## config.mk

```make
export PLATFORM = sky130hd
export DESIGN_NAME = servo_pwm_decoder
export DESIGN_NICKNAME = d
export VERILOG_FILES = /design/src/rtl/servo_pkg.sv /design/src/rtl/servo_in_sync.sv /design/src/rtl/servo_pwm_decoder.sv
export SDC_FILE = /design/constraint.sdc
export NUM_CORES = 1
export LEC_CHECK = 0
export CORE_MARGIN = 2
export CORE_UTILIZATION = 65
export DETAILED_ROUTE_END_ITERATION = 6
export PLACE_DENSITY = 0.84
export RECOVER_POWER = 50
export SLEW_MARGIN = 10
export SYNTH_ARGS = -nofsm -noshare
export SYNTH_HDL_FRONTEND = slang
export SYNTH_HIERARCHICAL = 1
export SYNTH_SLANG_ARGS = --single-unit
```

## constraint.sdc

```tcl
create_clock -name clk -period 4.25 [get_ports clk]
set_clock_uncertainty 0.2 [all_clocks]
set_input_delay 0.85 -clock clk [delete_from_list [all_inputs] [get_ports clk]]
set_output_delay 0.85 -clock clk [all_outputs]
set_load 0.01 [all_outputs]
```

## src/rtl/servo_pkg.sv

```systemverilog
// Shared types and timing defaults for the servo tester PWM generator/decoder.
package servo_pkg;

    localparam int unsigned CNT_W   = 21;
    localparam int unsigned POS_W   = 8;
    localparam int unsigned POS_MAX = (1 << POS_W) - 1;

    // Default timing at 10 MHz, shared with the PWM generator
    localparam int unsigned DEF_BASE_CYC      = 10000;
    localparam int unsigned DEF_STEP_CYC      = 39;
    localparam int unsigned DEF_MIN_PULSE_CYC = 5000;
    localparam int unsigned DEF_MAX_PULSE_CYC = 30000;
    localparam int unsigned DEF_TIMEOUT_CYC   = 250000;

    // Synchronizer flops reset high so a line that is already high is not seen as a rise
    localparam logic SYNC_RST_LVL = 1'b1;

    typedef enum logic [2:0] {
        ST_WAIT_LOW = 3'd0,
        ST_IDLE     = 3'd1,
        ST_BASE     = 3'd2,
        ST_STEP     = 3'd3,
        ST_OVERLONG = 3'd4
    } state_e;

    // Position increment that sticks at full scale
    function automatic logic [POS_W-1:0] pos_sat_inc(input logic [POS_W-1:0] p);
        return (p == POS_W'(POS_MAX)) ? p : p + POS_W'(1);
    endfunction

endpackage

```

## src/rtl/servo_in_sync.sv

```systemverilog
// PWM input conditioning: 2-FF synchronizer, optional majority-of-3 glitch
// filter (PWM_GLITCH_FILTER_EN), registered level plus rise/fall strobes.
module servo_in_sync
    import servo_pkg::*;
(
    input  logic clk,
    input  logic reset,
    input  logic ena_i,
    input  logic pwm_i,
    output logic s_o,
    output logic rise_o,
    output logic fall_o
);

    logic sync1_q;
    logic sync2_q;
    logic s_d;

`ifdef PWM_GLITCH_FILTER_EN
    logic hist1_q;
    logic hist2_q;

    // Majority over the three most recent synchronized samples
    always_comb begin
        s_d = (sync2_q & hist1_q) | (sync2_q & hist2_q) | (hist1_q & hist2_q);
    end

    // Sample history for the filter
    always_ff @(posedge clk) begin
        if (reset) begin
            hist1_q <= SYNC_RST_LVL;
            hist2_q <= SYNC_RST_LVL;
        end else if (ena_i) begin
            hist1_q <= sync2_q;
            hist2_q <= hist1_q;
        end
    end
`else
    // Unfiltered path
    always_comb begin
        s_d = sync2_q;
    end
`endif

    // Synchronizer, level register and edge strobes (edges compare new vs held level)
    always_ff @(posedge clk) begin
        if (reset) begin
            sync1_q <= SYNC_RST_LVL;
            sync2_q <= SYNC_RST_LVL;
            s_o     <= SYNC_RST_LVL;
            rise_o  <= 1'b0;
            fall_o  <= 1'b0;
        end else if (ena_i) begin
            sync1_q <= pwm_i;
            sync2_q <= sync1_q;
            s_o     <= s_d;
            rise_o  <= s_d & ~s_o;
            fall_o  <= ~s_d & s_o;
        end
    end

endmodule

```

## src/rtl/servo_pwm_decoder.sv

```systemverilog
// RC-servo PWM decoder: measures pulse high time and converts it to an 8-bit
// position, flagging short, overlong and missing pulses.
// Optional macro PWM_GLITCH_FILTER_EN enables the input glitch filter.
module servo_pwm_decoder
    import servo_pkg::*;
#(
    parameter int unsigned BASE_CYC      = DEF_BASE_CYC,
    parameter int unsigned STEP_CYC      = DEF_STEP_CYC,
    parameter int unsigned MIN_PULSE_CYC = DEF_MIN_PULSE_CYC,
    parameter int unsigned MAX_PULSE_CYC = DEF_MAX_PULSE_CYC,
    parameter int unsigned TIMEOUT_CYC   = DEF_TIMEOUT_CYC
) (
    input  logic             clk,
    input  logic             reset,
    input  logic             ena,
    input  logic             pwm_in,
    output logic [POS_W-1:0] pos,
    output logic             pos_valid,
    output logic             err_short,
    output logic             err_long,
    output logic             signal_lost,
    output logic             busy
);

    localparam logic [CNT_W-1:0] BASE_LAST = CNT_W'(BASE_CYC - 1);
    localparam logic [CNT_W-1:0] STEP_LAST = CNT_W'(STEP_CYC - 1);
    localparam logic [CNT_W-1:0] MIN_W     = CNT_W'(MIN_PULSE_CYC);
    localparam logic [CNT_W-1:0] MAX_W     = CNT_W'(MAX_PULSE_CYC);
    localparam logic [CNT_W-1:0] TO_W      = CNT_W'(TIMEOUT_CYC);

    logic s;
    logic rise;
    logic fall;

    state_e state_q, state_d;

    logic [CNT_W-1:0] w_q, w_d;
    logic [CNT_W-1:0] presc_q, presc_d;
    logic [POS_W-1:0] acc_q, acc_d;
    logic [CNT_W-1:0] to_q, to_d;

    logic [POS_W-1:0] pos_q, pos_d;
    logic             pos_valid_q, pos_valid_d;
    logic             err_short_q, err_short_d;
    logic             err_long_q, err_long_d;
    logic             lost_q, lost_d;
    logic             busy_q, busy_d;

    servo_in_sync u_sync (
        .clk    (clk),
        .reset  (reset),
        .ena_i  (ena),
        .pwm_i  (pwm_in),
        .s_o    (s),
        .rise_o (rise),
        .fall_o (fall)
    );

    // FSM state register
    always_ff @(posedge clk) begin
        if (reset) begin
            state_q <= ST_WAIT_LOW;
        end else begin
            state_q <= state_d;
        end
    end

    // FSM next state; overlong check wins over the BASE->STEP handover
    always_comb begin
        state_d = state_q;
        if (ena) begin
            case (state_q)
                ST_WAIT_LOW: if (!s) state_d = ST_IDLE;
                ST_IDLE:     if (rise) state_d = ST_BASE;
                ST_BASE: begin
                    if (fall)                 state_d = ST_IDLE;
                    else if (w_q >= MAX_W)    state_d = ST_OVERLONG;
                    else if (w_q == BASE_LAST) state_d = ST_STEP;
                end
                ST_STEP: begin
                    if (fall)              state_d = ST_IDLE;
                    else if (w_q >= MAX_W) state_d = ST_OVERLONG;
                end
                ST_OVERLONG: if (!s) state_d = ST_IDLE;
                default:     state_d = ST_WAIT_LOW;
            endcase
        end
    end

    // Width counter, step prescaler, position accumulator and timeout counter
    always_comb begin
        w_d     = w_q;
        presc_d = presc_q;
        acc_d   = acc_q;
        to_d    = to_q;
        if (ena) begin
            if (rise) begin
                to_d = '0;
            end else if (to_q < TO_W) begin
                to_d = to_q + CNT_W'(1);
            end
            case (state_q)
                ST_IDLE: begin
                    if (rise) begin
                        w_d     = CNT_W'(1);
                        presc_d = '0;
                        acc_d   = '0;
                    end
                end
                ST_BASE: begin
                    if (!fall) w_d = w_q + CNT_W'(1);
                end
                ST_STEP: begin
                    if (!fall) begin
                        w_d = w_q + CNT_W'(1);
                        if (presc_q == STEP_LAST) begin
                            presc_d = '0;
                            acc_d   = pos_sat_inc(acc_q);
                        end else begin
                            presc_d = presc_q + CNT_W'(1);
                        end
                    end
                end
                default: ;
            endcase
        end
    end

    // Output next values: measurement result on fall, overlong on entry, loss on timeout
    always_comb begin
        pos_d       = pos_q;
        pos_valid_d = 1'b0;
        err_short_d = 1'b0;
        err_long_d  = 1'b0;
        lost_d      = lost_q;
        busy_d      = (state_d == ST_BASE) || (state_d == ST_STEP);
        if (ena) begin
            if (to_d >= TO_W) lost_d = 1'b1;
            if (((state_q == ST_BASE) || (state_q == ST_STEP)) && fall) begin
                if (w_q < MIN_W) begin
                    err_short_d = 1'b1;
                end else begin
                    pos_valid_d = 1'b1;
                    lost_d      = 1'b0;
                    pos_d       = (state_q == ST_STEP) ? acc_q : '0;
                end
            end
            if ((state_d == ST_OVERLONG) && (state_q != ST_OVERLONG)) err_long_d = 1'b1;
        end
    end

    // Datapath and output registers
    always_ff @(posedge clk) begin
        if (reset) begin
            w_q         <= '0;
            presc_q     <= '0;
            acc_q       <= '0;
            to_q        <= '0;
            pos_q       <= '0;
            pos_valid_q <= 1'b0;
            err_short_q <= 1'b0;
            err_long_q  <= 1'b0;
            lost_q      <= 1'b1;
            busy_q      <= 1'b0;
        end else begin
            w_q         <= w_d;
            presc_q     <= presc_d;
            acc_q       <= acc_d;
            to_q        <= to_d;
            pos_q       <= pos_d;
            pos_valid_q <= pos_valid_d;
            err_short_q <= err_short_d;
            err_long_q  <= err_long_d;
            lost_q      <= lost_d;
            busy_q      <= busy_d;
        end
    end

    assign pos         = pos_q;
    assign pos_valid   = pos_valid_q;
    assign err_short   = err_short_q;
    assign err_long    = err_long_q;
    assign signal_lost = lost_q;
    assign busy        = busy_q;

endmodule

```

==> run metrics, run 1 <==
worst endpoint required time approximately 4.3 ns; most used standard cell by instance count after synthesis sky130_fd_sc_hd__dfxtp_1; final total power around 1.5 mW; cell type with the highest aggregate area in the netlist sky130_fd_sc_hd__dfxtp_1; maximum fanout along the worst path 11; sequential group share of total power 0.580; Yosys warning count 6; max cap viols 0; maximum number of pins on one net before global-route repair 24; effective utilization at floorplan 0.677; number of buffers inserted during clock tree synthesis 9; via count of the first global-routing pass roughly 3,400; post-detailed-route via-to-cell ratio roughly 5.9; number of port buffers 16; total grt overflow 0; timing-limited maximum frequency approximately 290 MHz; distinct cell type count of the synthesized netlist 56; sort of element at the start of the critical path primary input; aggregate global-route resource usage 0.249; Syn Nets 520; Critical Path AT 3.50 ns; die area 7360 um^2; cell internal pwr 1.16 mW; via total after detailed routing 3,579; most numerous cell types in the synthesized netlist sky130_fd_sc_hd__dfxtp_1, sky130_fd_sc_hd__nor2_1, sky130_fd_sc_hd__nand2_1, sky130_fd_sc_hd__nand3_1, sky130_fd_sc_hd__xor2_1; Area Growth Syn to Fin 8.90%; status complete, but fails checks; critical setup path kind primary input to flop; Detailed Routing Iterations Pass 1 7; clock-pin slew of the registers on the worst-case setup and hold paths 0.10 ns; leading post-synthesis cells by cell area sky130_fd_sc_hd__dfxtp_1, sky130_fd_sc_hd__xor2_1, sky130_fd_sc_hd__nor2_1; CTS H-tree lvls 3; antenna violations before repair 0; fraction of synthesized cell area taken by the top area cell type 0.424; DIE WIDTH 85.8 um; RSZ-0062 raised after global routing false; TritonCTS clock tree built; Rel. slew slack 0.350; Clk Latency, worst-skew pair about 0.36 ns; mapped cell area approximately 4300 um^2; clock share of power 0.387; fraction of the core area covered by cells at the end of the flow 0.737; switching portion of total power 0.230; average size of a mapped cell 8.52 um^2; transition at the pin with the smallest max-transition slack roughly 0.98 ns; number of fill cells slightly below 500; total net switching power roughly 0.35 mW; pins over their slew limit 0; Max IR drop VDD 0.312 mV; routability-driven placement congestion ratio around 0.85; number of flops mapped to enable cells by yosys 0; cell leakage power ~1.7 nW; NumNets Final 533; worst min-delay path class flop to flop; maximum count of clock buffers along a single path 2; post-layout min period roughly 3.5 ns; diode count 0; number of gates given a new drive strength after cts 0; power density relative to cell area between 300 and 400 nW/um^2; share of flip-flops with an asynchronous set or reset after synthesis 0; R2R Setup Slk 1.39 ns; post-synthesis instance total 510; DRC viols 2; Final Cycle Share 0.819; proportion of synthesized chip area in sequential cells 0.424; number of primary I/O pins 17; Final Hold Viols 0; wire length after detailed routing 8500 um; worst hold slack about 0.25 ns; DP Wirelength 5880 um; vertical extent of the die 85.8 um; routed length per instance 14.1 um; setup tns final 0 ns; total number of placement rows 29; setup violators final 0; Root Buffer sky130_fd_sc_hd__clkbuf_8; number of setup buffers added after CTS 0; residual antenna-violating net count after detailed routing 0; fraction of layout instances using a drive strength above 1 0.0436; core area 6420 um^2; first-pass GRT wire length between 10,000 and 15,000 um; crit end category flop; most used flip-flop cell after synthesis sky130_fd_sc_hd__dfxtp_1; DRC marker count from the first detailed-route iteration 175; clock sinks 92; number of hold-repair buffers added at the cts stage 0; flops & latches, synth 92; combinational share of power 0.033; failing checks DRC; final instance count without filler cells 605; number of cells after detailed placement 589
## through the flow
| step | worst slack [ns] | area [um^2] |
|---|---|---|
| global route | 0.481 | 4730 |
| global placement | 0.733 | 4560 |
| finish | 0.768 | 4730 |
| floorplan | 1.66 | 4350 |
| detailed placement | 0.606 | 4560 |
| CTS | 1.02 | 4750 |
## power by group through the flow
stage	Clock (mW)	Combinational, mW	Sequential (mW)
global route	0.640	0.0555	0.877
global placement	0	0.0511	0.895
detailed placement	0	0.0527	0.896
CTS	0.601	0.0528	0.876
floorplan	0	0.0362	0.894
finish	0.585	0.0498	0.875
## path summary, 6_finish.rpt
| check | from | depth (start not counted) | to |
|---|---|---|---|
| max | ena | 8 | w_q[19] |
| min | pos[7] | 2 | pos[7] |
| max reg2reg | w_q[3] | 7 | signal_lost |
| min reg2reg | pos[7] | 2 | pos[7] |
## final cells by class
class | instances | area, um^2 | share of cell area
tap | 77 | 96.3 | 0.0204
clock buffer | 9 | 124 | 0.0262
multi-input combinational | 391 | 2380 | 0.504
sequential | 92 | 1840 | 0.389
clock inverter | 7 | 73.8 | 0.0156
timing repair buffer | 22 | 186 | 0.0394
inverter | 7 | 26.3 | 0.00555
## flip-flops by register name, summed over array words and instances (netlist names)
signal	count
signal_lost	1
u_sync/s_o	1
presc_q	21
err_long	1
busy	1
pos	8
pos_valid	1
u_sync/rise_o	1
acc_q	8
w_q	21
err_short	1
u_sync/fall_o	1
u_sync/s_d	1
state_q	3
to_q	21
u_sync/sync1_q	1
## cell families after synthesis
group                      after synthesis  share of synthesized area
xor gates and xnor gates                52                      0.105
AOI/OAI and AO/OA                       76                      0.118
DFF                                     92                      0.424
and+or+nand+nor                        254                      0.302
muxes                                    3                    0.00691
adders and majority gates                6                     0.0173
buffers and inverters                   27                     0.0271
## worst max-delay path, cell delays in order
cell and delay (ns):
sky130_fd_sc_hd__dlygate4sd3_1 0.78, sky130_fd_sc_hd__nor2b_1 0.21, sky130_fd_sc_hd__o21ai_0 0.30, sky130_fd_sc_hd__nor4_2 0.58, sky130_fd_sc_hd__nand4_1 0.26, sky130_fd_sc_hd__nor3_1 0.30, sky130_fd_sc_hd__xnor2_1 0.15, sky130_fd_sc_hd__nor2_1 0.05
## per-layer routing
layer,track usage,vias up,share of wire
met5,0,-,0
met4,0.0736,0,0.012
met2,0.423,69,0.49
met1,0.310,1685,0.46
li1,-,1816,-
met3,0.0703,9,0.036
## cells in the final DEF (no fill, tap or decap), types with 4 or more instances in the layout
cell and instances:
sky130_fd_sc_hd__and4_1 4, sky130_fd_sc_hd__xnor2_1 18, sky130_fd_sc_hd__a211oi_1 7, sky130_fd_sc_hd__xor2_1 34, sky130_fd_sc_hd__nor2b_1 9, sky130_fd_sc_hd__a211o_1 7, sky130_fd_sc_hd__ha_1 6, sky130_fd_sc_hd__inv_1 7
sky130_fd_sc_hd__nor2_1 76, sky130_fd_sc_hd__clkbuf_1 5, sky130_fd_sc_hd__nand2_1 42, sky130_fd_sc_hd__dlygate4sd3_1 15, sky130_fd_sc_hd__nor3_1 9, sky130_fd_sc_hd__a21oi_1 23, sky130_fd_sc_hd__or3_1 5, sky130_fd_sc_hd__nand3_1 34
sky130_fd_sc_hd__a31oi_1 6, sky130_fd_sc_hd__nand3b_1 5, sky130_fd_sc_hd__clkbuf_8 9, sky130_fd_sc_hd__nor4_1 5, sky130_fd_sc_hd__and2_1 5, sky130_fd_sc_hd__and3_1 14, sky130_fd_sc_hd__o21ai_1 7, sky130_fd_sc_hd__dfxtp_1 92
sky130_fd_sc_hd__nand4_1 16, sky130_fd_sc_hd__nand2b_1 10
Power figures use the tool's default switching activity.
==> inputs of run 2 (changes only) <==
--- a/config.mk
+++ b/config.mk
@@ -6,9 +6,9 @@
 export NUM_CORES = 1
 export LEC_CHECK = 0
 export CORE_MARGIN = 2
-export CORE_UTILIZATION = 65
+export CORE_UTILIZATION = 60
 export DETAILED_ROUTE_END_ITERATION = 6
-export PLACE_DENSITY = 0.84
+export PLACE_DENSITY = 0.79
 export RECOVER_POWER = 50
 export SLEW_MARGIN = 10
 export SYNTH_ARGS = -nofsm -noshare
==> constraint.sdc (replaced) <==
create_clock -name clk -period 3.55 [get_ports clk]
set_clock_uncertainty 0.2 [all_clocks]
set_input_delay 0.71 -clock clk [delete_from_list [all_inputs] [get_ports clk]]
set_output_delay 0.71 -clock clk [all_outputs]
set_load 0.01 [all_outputs]
==> run metrics, run 2 (synthesis gave the netlist of run 1 again) <==
status finished, final reports clean; via count of the first global-routing pass 3,374 (+0.059%); residual antenna-violating net count after detailed routing 0 (unchanged); worst min-delay path class flop to flop; final total power 1.84 mW (+22%); DRC marker count from the first detailed-route iteration 231 (+32%); number of port buffers 16 (unchanged); post-layout min period 3.04 ns; TritonCTS clock tree built; max cap viols 0 (unchanged); Root Buffer sky130_fd_sc_hd__clkbuf_8; die area 7940 um^2 (+7.9%); antenna violations before repair 0 (unchanged); top library cells by usage in the layout, fill and taps aside sky130_fd_sc_hd__dfxtp_1, sky130_fd_sc_hd__nor2_1, sky130_fd_sc_hd__nand2_1, sky130_fd_sc_hd__nand3_1, sky130_fd_sc_hd__xor2_1; first-pass GRT wire length 14,600 um (-2.0%); post-detailed-route via-to-cell ratio 5.63 (-4.9%); Clk Latency, worst-skew pair 0.36 ns (about the same); number of setup buffers added after CTS 0 (unchanged); fraction of the core area covered by cells at the end of the flow 0.672 (-0.0650); pins over their slew limit 0 (unchanged); DRC viols 0 (-2); total grt overflow 0 (unchanged); aggregate global-route resource usage 0.230 (-0.0197); fraction of layout instances using a drive strength above 1 0.0508 (+0.00729); maximum count of clock buffers along a single path 2 (unchanged); power density relative to cell area 383 nW/um^2 (+20%); critical setup path kind primary input to flop; number of primary I/O pins 17 (unchanged); maximum fanout along the worst path 5 (-6); setup violators final 0 (unchanged); crit end category flop; maximum number of pins on one net before global-route repair 24 (unchanged); clock-pin slew of the registers on the worst-case setup and hold paths 0.10 ns (about the same); wire length after detailed routing 8490 um (-0.15%); routed length per instance 13.5 um (-4.1%); vertical extent of the die 89.1 um (+3.9%); number of gates given a new drive strength after cts 0 (unchanged); Critical Path AT 3.12 ns (-0.38 ns); Final Cycle Share 0.856; cell leakage power 1.75 nW (+0.98%); RSZ-0062 raised after global routing false; Final Hold Viols 0 (unchanged); DP Wirelength 6050 um (+3.0%); number of hold-repair buffers added at the cts stage 0 (unchanged); Area Growth Syn to Fin 10.3%; CTS H-tree lvls 3 (unchanged); total number of placement rows 31 (+6.9%); via total after detailed routing 3,544 (-0.98%); routability-driven placement congestion ratio 0.866 (+1.5%); diode count 0 (unchanged); largest registers presc_q (21), to_q (21), w_q (21); setup tns final 0 ns (unchanged); transition at the pin with the smallest max-transition slack 1.03 ns (+0.0541 ns); sort of element at the start of the critical path primary input; worst endpoint required time 3.64 ns (-0.63 ns); Rel. slew slack 0.314 (-0.0361); DIE WIDTH 89.1 um (+3.9%); effective utilization at floorplan 0.609 (-0.0677); NumNets Final 536 (+0.56%); worst hold slack 0.254 ns (-0.000982 ns); number of buffers inserted during clock tree synthesis 9 (unchanged); commonest non-fill, non-tap cell in the layout sky130_fd_sc_hd__dfxtp_1; core area 7140 um^2 (+11%); final std cell area, no fill 4790 um^2 (+1.3%); Max IR drop VDD 0.270 mV (-13%); timing-limited maximum frequency 329 MHz; number of fill cells 629 (+28%); clock sinks 92 (unchanged); post-place instance area 4610 um^2 (+1.1%); Detailed Routing Iterations Pass 1 4 (-3)
run 2: worst paths after layout:
kind                  to  slack (ns)  startpoint  cells past startpoint
max          signal_lost        0.51         ena                      7
min               pos[7]        0.25      pos[7]                      2
max reg2reg  signal_lost        0.73      w_q[3]                      7
min reg2reg       pos[7]        0.25      pos[7]                      2
run 2: where the power goes:
group	switching (mW)	internal [mW]	leakage, nW
registers	0.00900	1.04	0.742
logic	0.0357	0.0242	0.917
clock network	0.392	0.338	0.0959
total	0.437	1.40	1.75
run 2: worst max-delay path, cell delays in order:
cell and delay [ns]:
sky130_fd_sc_hd__dlygate4sd3_1 0.59, sky130_fd_sc_hd__nor4b_4 0.31, sky130_fd_sc_hd__a21bo_1 0.29, sky130_fd_sc_hd__nor3_1 0.56, sky130_fd_sc_hd__nand3b_1 0.15, sky130_fd_sc_hd__a311o_1 0.39, sky130_fd_sc_hd__a2bb2oi_1 0.12
run 2: final cells by class:
| class | count | area [um^2] | area share |
|---|---|---|---|
| inverters | 7 | 26.3 | 0.00548 |
| well taps | 99 | 124 | 0.0258 |
| flip-flops and latches | 92 | 1840 | 0.384 |
| clock inverters | 7 | 83.8 | 0.0175 |
| repair buffers | 25 | 216 | 0.0451 |
| multi-input cells | 391 | 2380 | 0.496 |
| clock buffers | 9 | 124 | 0.0258 |
run 2: metrics by stage:
stage          cells  setup WS, ns
2_1_floorplan    510          1.10
5_1_grt          630         0.305
3_3_place_gp     614         0.411
3_5_place_dp     614         0.312
4_1_cts          630         0.676
6_report         630         0.513
run 2: metal layers:
layer	global-route usage	vias to the layer above	part of all wire
met4	0.0801	0	0.0095
met5	0	-	0
met2	0.370	58	0.48
met3	0.0619	6	0.033
li1	-	1823	-
met1	0.299	1657	0.48
==> inputs of run 3 (changes only) <==
--- a/config.mk
+++ b/config.mk
@@ -6,9 +6,10 @@
 export NUM_CORES = 1
 export LEC_CHECK = 0
 export CORE_MARGIN = 2
-export CORE_UTILIZATION = 60
+export CORE_UTILIZATION = 63
+export CTS_BUF_LIST = sky130_fd_sc_hd__clkbuf_8
 export DETAILED_ROUTE_END_ITERATION = 6
-export PLACE_DENSITY = 0.79
+export PLACE_DENSITY = 0.82
 export RECOVER_POWER = 50
 export SLEW_MARGIN = 10
 export SYNTH_ARGS = -nofsm -noshare
==> run metrics, run 3 (synthesis gave the netlist of run 1 again) <==
status finished, final reports clean; Root Buffer sky130_fd_sc_hd__clkbuf_8; clock sinks 92 (unchanged); fraction of the core area covered by cells at the end of the flow 0.707 (+0.0356); crit end category flop; CP top delay family simple AND/OR/NAND/NOR gates; post-placement worst setup slack 0.346 ns (+0.0339 ns); first-pass GRT wire length 15,000 um (+2.4%); terminus of the critical flop-to-flop path signal_lost; beginning of the worst register-to-register path w_q[3]; CP bufs+invs 1 (unchanged); wire length after detailed routing 8790 um (+3.5%); sort of element at the start of the critical path primary input; post-detailed-route via-to-cell ratio 5.92 (+5.3%); clock-pin slew of the registers on the worst-case setup and hold paths 0.09 ns (about the same); DRC marker count from the first detailed-route iteration 198 (-14%); diode count 0 (unchanged); final instance count without filler cells 610 (-3.2%); timing-limited maximum frequency 331 MHz (+0.52%); maximum number of pins on one net before global-route repair 24 (unchanged); worst path setup slack after routing 0.528 ns (+0.0156 ns); cell internal pwr 1.39 mW (-1.0%); setup violators final 0 (unchanged); maximum fanout along the worst path 5 (unchanged); RSZ-0062 raised after global routing false; power density relative to cell area 380 nW/um^2 (-0.94%); Final Cycle Share 0.851 (-0.00440); highest cell delay on the worst timing path 0.60 ns (about the same); number of setup buffers added after CTS 0 (unchanged); number of primary I/O pins 17 (unchanged); CP Capture Point signal_lost; number of buffers inserted during clock tree synthesis 9 (unchanged); Critical Path AT 3.11 ns (about the same); depth of the most critical reg-to-reg path 7 (unchanged); cells along the critical path dlygate4sd3_1 -> nor4b_4 -> a21bo_1 -> nor3_1 -> nand3b_1 -> a311o_1 -> a2bb2oi_1; Final Hold Viols 0 (unchanged); sequential group share of total power 0.581 (+0.011); routed length per instance 14.4 um (+6.9%); final std cell area, no fill 4750 um^2 (-0.86%); top library cells by usage in the layout, fill and taps aside sky130_fd_sc_hd__dfxtp_1, sky130_fd_sc_hd__nor2_1, sky130_fd_sc_hd__nand2_1, sky130_fd_sc_hd__nand3_1, sky130_fd_sc_hd__xor2_1; Rel. slew slack 0.562 (+0.249); logic depth of the worst setup path including buffers 7 (unchanged); R2R Setup Slk 0.71 ns (-0.02 ns); Area Growth Syn to Fin 9.39%; DP Wirelength 6100 um (+0.74%); via total after detailed routing 3,614 (+2.0%); number of port buffers 16 (unchanged); number of cells after detailed placement 594 (-3.3%); Detailed Routing Iterations Pass 1 4 (unchanged); largest registers presc_q (21), to_q (21), w_q (21); aggregate global-route resource usage 0.246 (+0.0160); fraction of layout instances using a drive strength above 1 0.0472 (-0.00368); total net switching power 0.418 mW (-4.3%); total number of placement rows 30 (-3.2%); DRC viols 0 (unchanged); DIE WIDTH 87.1 um (-2.3%); CTS H-tree lvls 3 (unchanged); vertical extent of the die 87.1 um (-2.3%); residual antenna-violating net count after detailed routing 0 (unchanged); critical setup path kind primary input to flop; combinational share of power 0.034 (about the same); maximum count of clock buffers along a single path 2 (unchanged); total grt overflow 0 (unchanged); cell leakage power 1.76 nW (+0.24%); effective utilization at floorplan 0.647 (+0.0379); post-place instance area 4570 um^2 (-0.68%); antenna violations before repair 0 (unchanged); max cap viols 0 (unchanged); Clk Latency, worst-skew pair 0.36 ns (about the same); transition at the pin with the smallest max-transition slack 0.651 ns (-0.378 ns); die area 7580 um^2 (-4.5%); TritonCTS clock tree built; cell type of the slowest stage on the worst timing path sky130_fd_sc_hd__dlygate4sd3_1; switching portion of total power 0.232 (-0.00616); post-layout min period 3.02 ns (-0.0156 ns); NumNets Final 535 (-0.19%); Max IR drop VDD 0.277 mV (+2.6%); commonest non-fill, non-tap cell in the layout sky130_fd_sc_hd__dfxtp_1; worst endpoint required time 3.64 ns (about the same); worst setup path startpoint ena; via count of the first global-routing pass 3,295 (-2.3%); routability-driven placement congestion ratio 0.910 (+5.2%); setup tns final 0 ns (unchanged); pins over their slew limit 0 (unchanged); worst min-delay path class flop to flop; core area 6720 um^2 (-5.9%); clock share of power 0.386 (-0.011); number of hold-repair buffers added at the cts stage 0 (unchanged); number of gates given a new drive strength after cts 0 (unchanged)
==> run 3: area by class of cell <==
cell class                      instances  area [um^2]
Timing Repair Buffer                   24          213
Clock inverter                          7         70.1
Fill cell                             548         1970
Sequential cell                        92         1840
Inverter                                7         26.3
Multi-Input combinational cell        391         2380
Tap cell                               80          100
Clock buffer                            9          124
==> run 3: per-layer routing <==
layer,track usage,vias up,part of all wire
met5,0,-,0
met4,0.0824,0,0.014
met3,0.0559,16,0.035
met2,0.396,59,0.48
met1,0.326,1718,0.47
li1,-,1821,-
==> run 3: worst min-delay path by stage <==
stage	startpoint	endpoint	slack (ns)	cells after the start
after global routing	pos[7]	pos[7]	0.28	2
after detailed placement	pos[7]	pos[7]	0.24	2
after floorplan	u_sync/sync1_q	u_sync/s_d	0.23	1
after CTS	pos[7]	pos[7]	0.26	2
final	pos[1]	pos[1]	0.26	2
after global placement	u_sync/sync1_q	u_sync/s_d	0.23	1
==> run 3: through the flow <==
step | hold slack (ns) | total power [mW]
floorplan | 0.227 | 1.11
global placement | 0.231 | 1.13
detailed placement | 0.245 | 1.13
CTS | 0.259 | 1.82
global route | 0.282 | 1.88
finish | 0.256 | 1.80
==> run 3: power by group through the flow <==
stage	clock [mW]	combinational (mW)	sequential, mW
4_1_cts	0.707	0.0625	1.05
3_3_place_gp	0	0.0607	1.07
6_report	0.696	0.0605	1.05
2_1_floorplan	0	0.0433	1.07
3_5_place_dp	0	0.0621	1.07
5_1_grt	0.757	0.0675	1.05
==> run 3: worst register-to-register path, stage by stage (launching register included) <==
cell	delay, ns
sky130_fd_sc_hd__dfxtp_1	0.37
sky130_fd_sc_hd__or4_1	0.55
sky130_fd_sc_hd__a211o_1	0.32
sky130_fd_sc_hd__a211o_1	0.35
sky130_fd_sc_hd__nand2b_1	0.36
sky130_fd_sc_hd__o2111ai_1	0.20
sky130_fd_sc_hd__a311o_1	0.30
sky130_fd_sc_hd__a2bb2oi_1	0.12
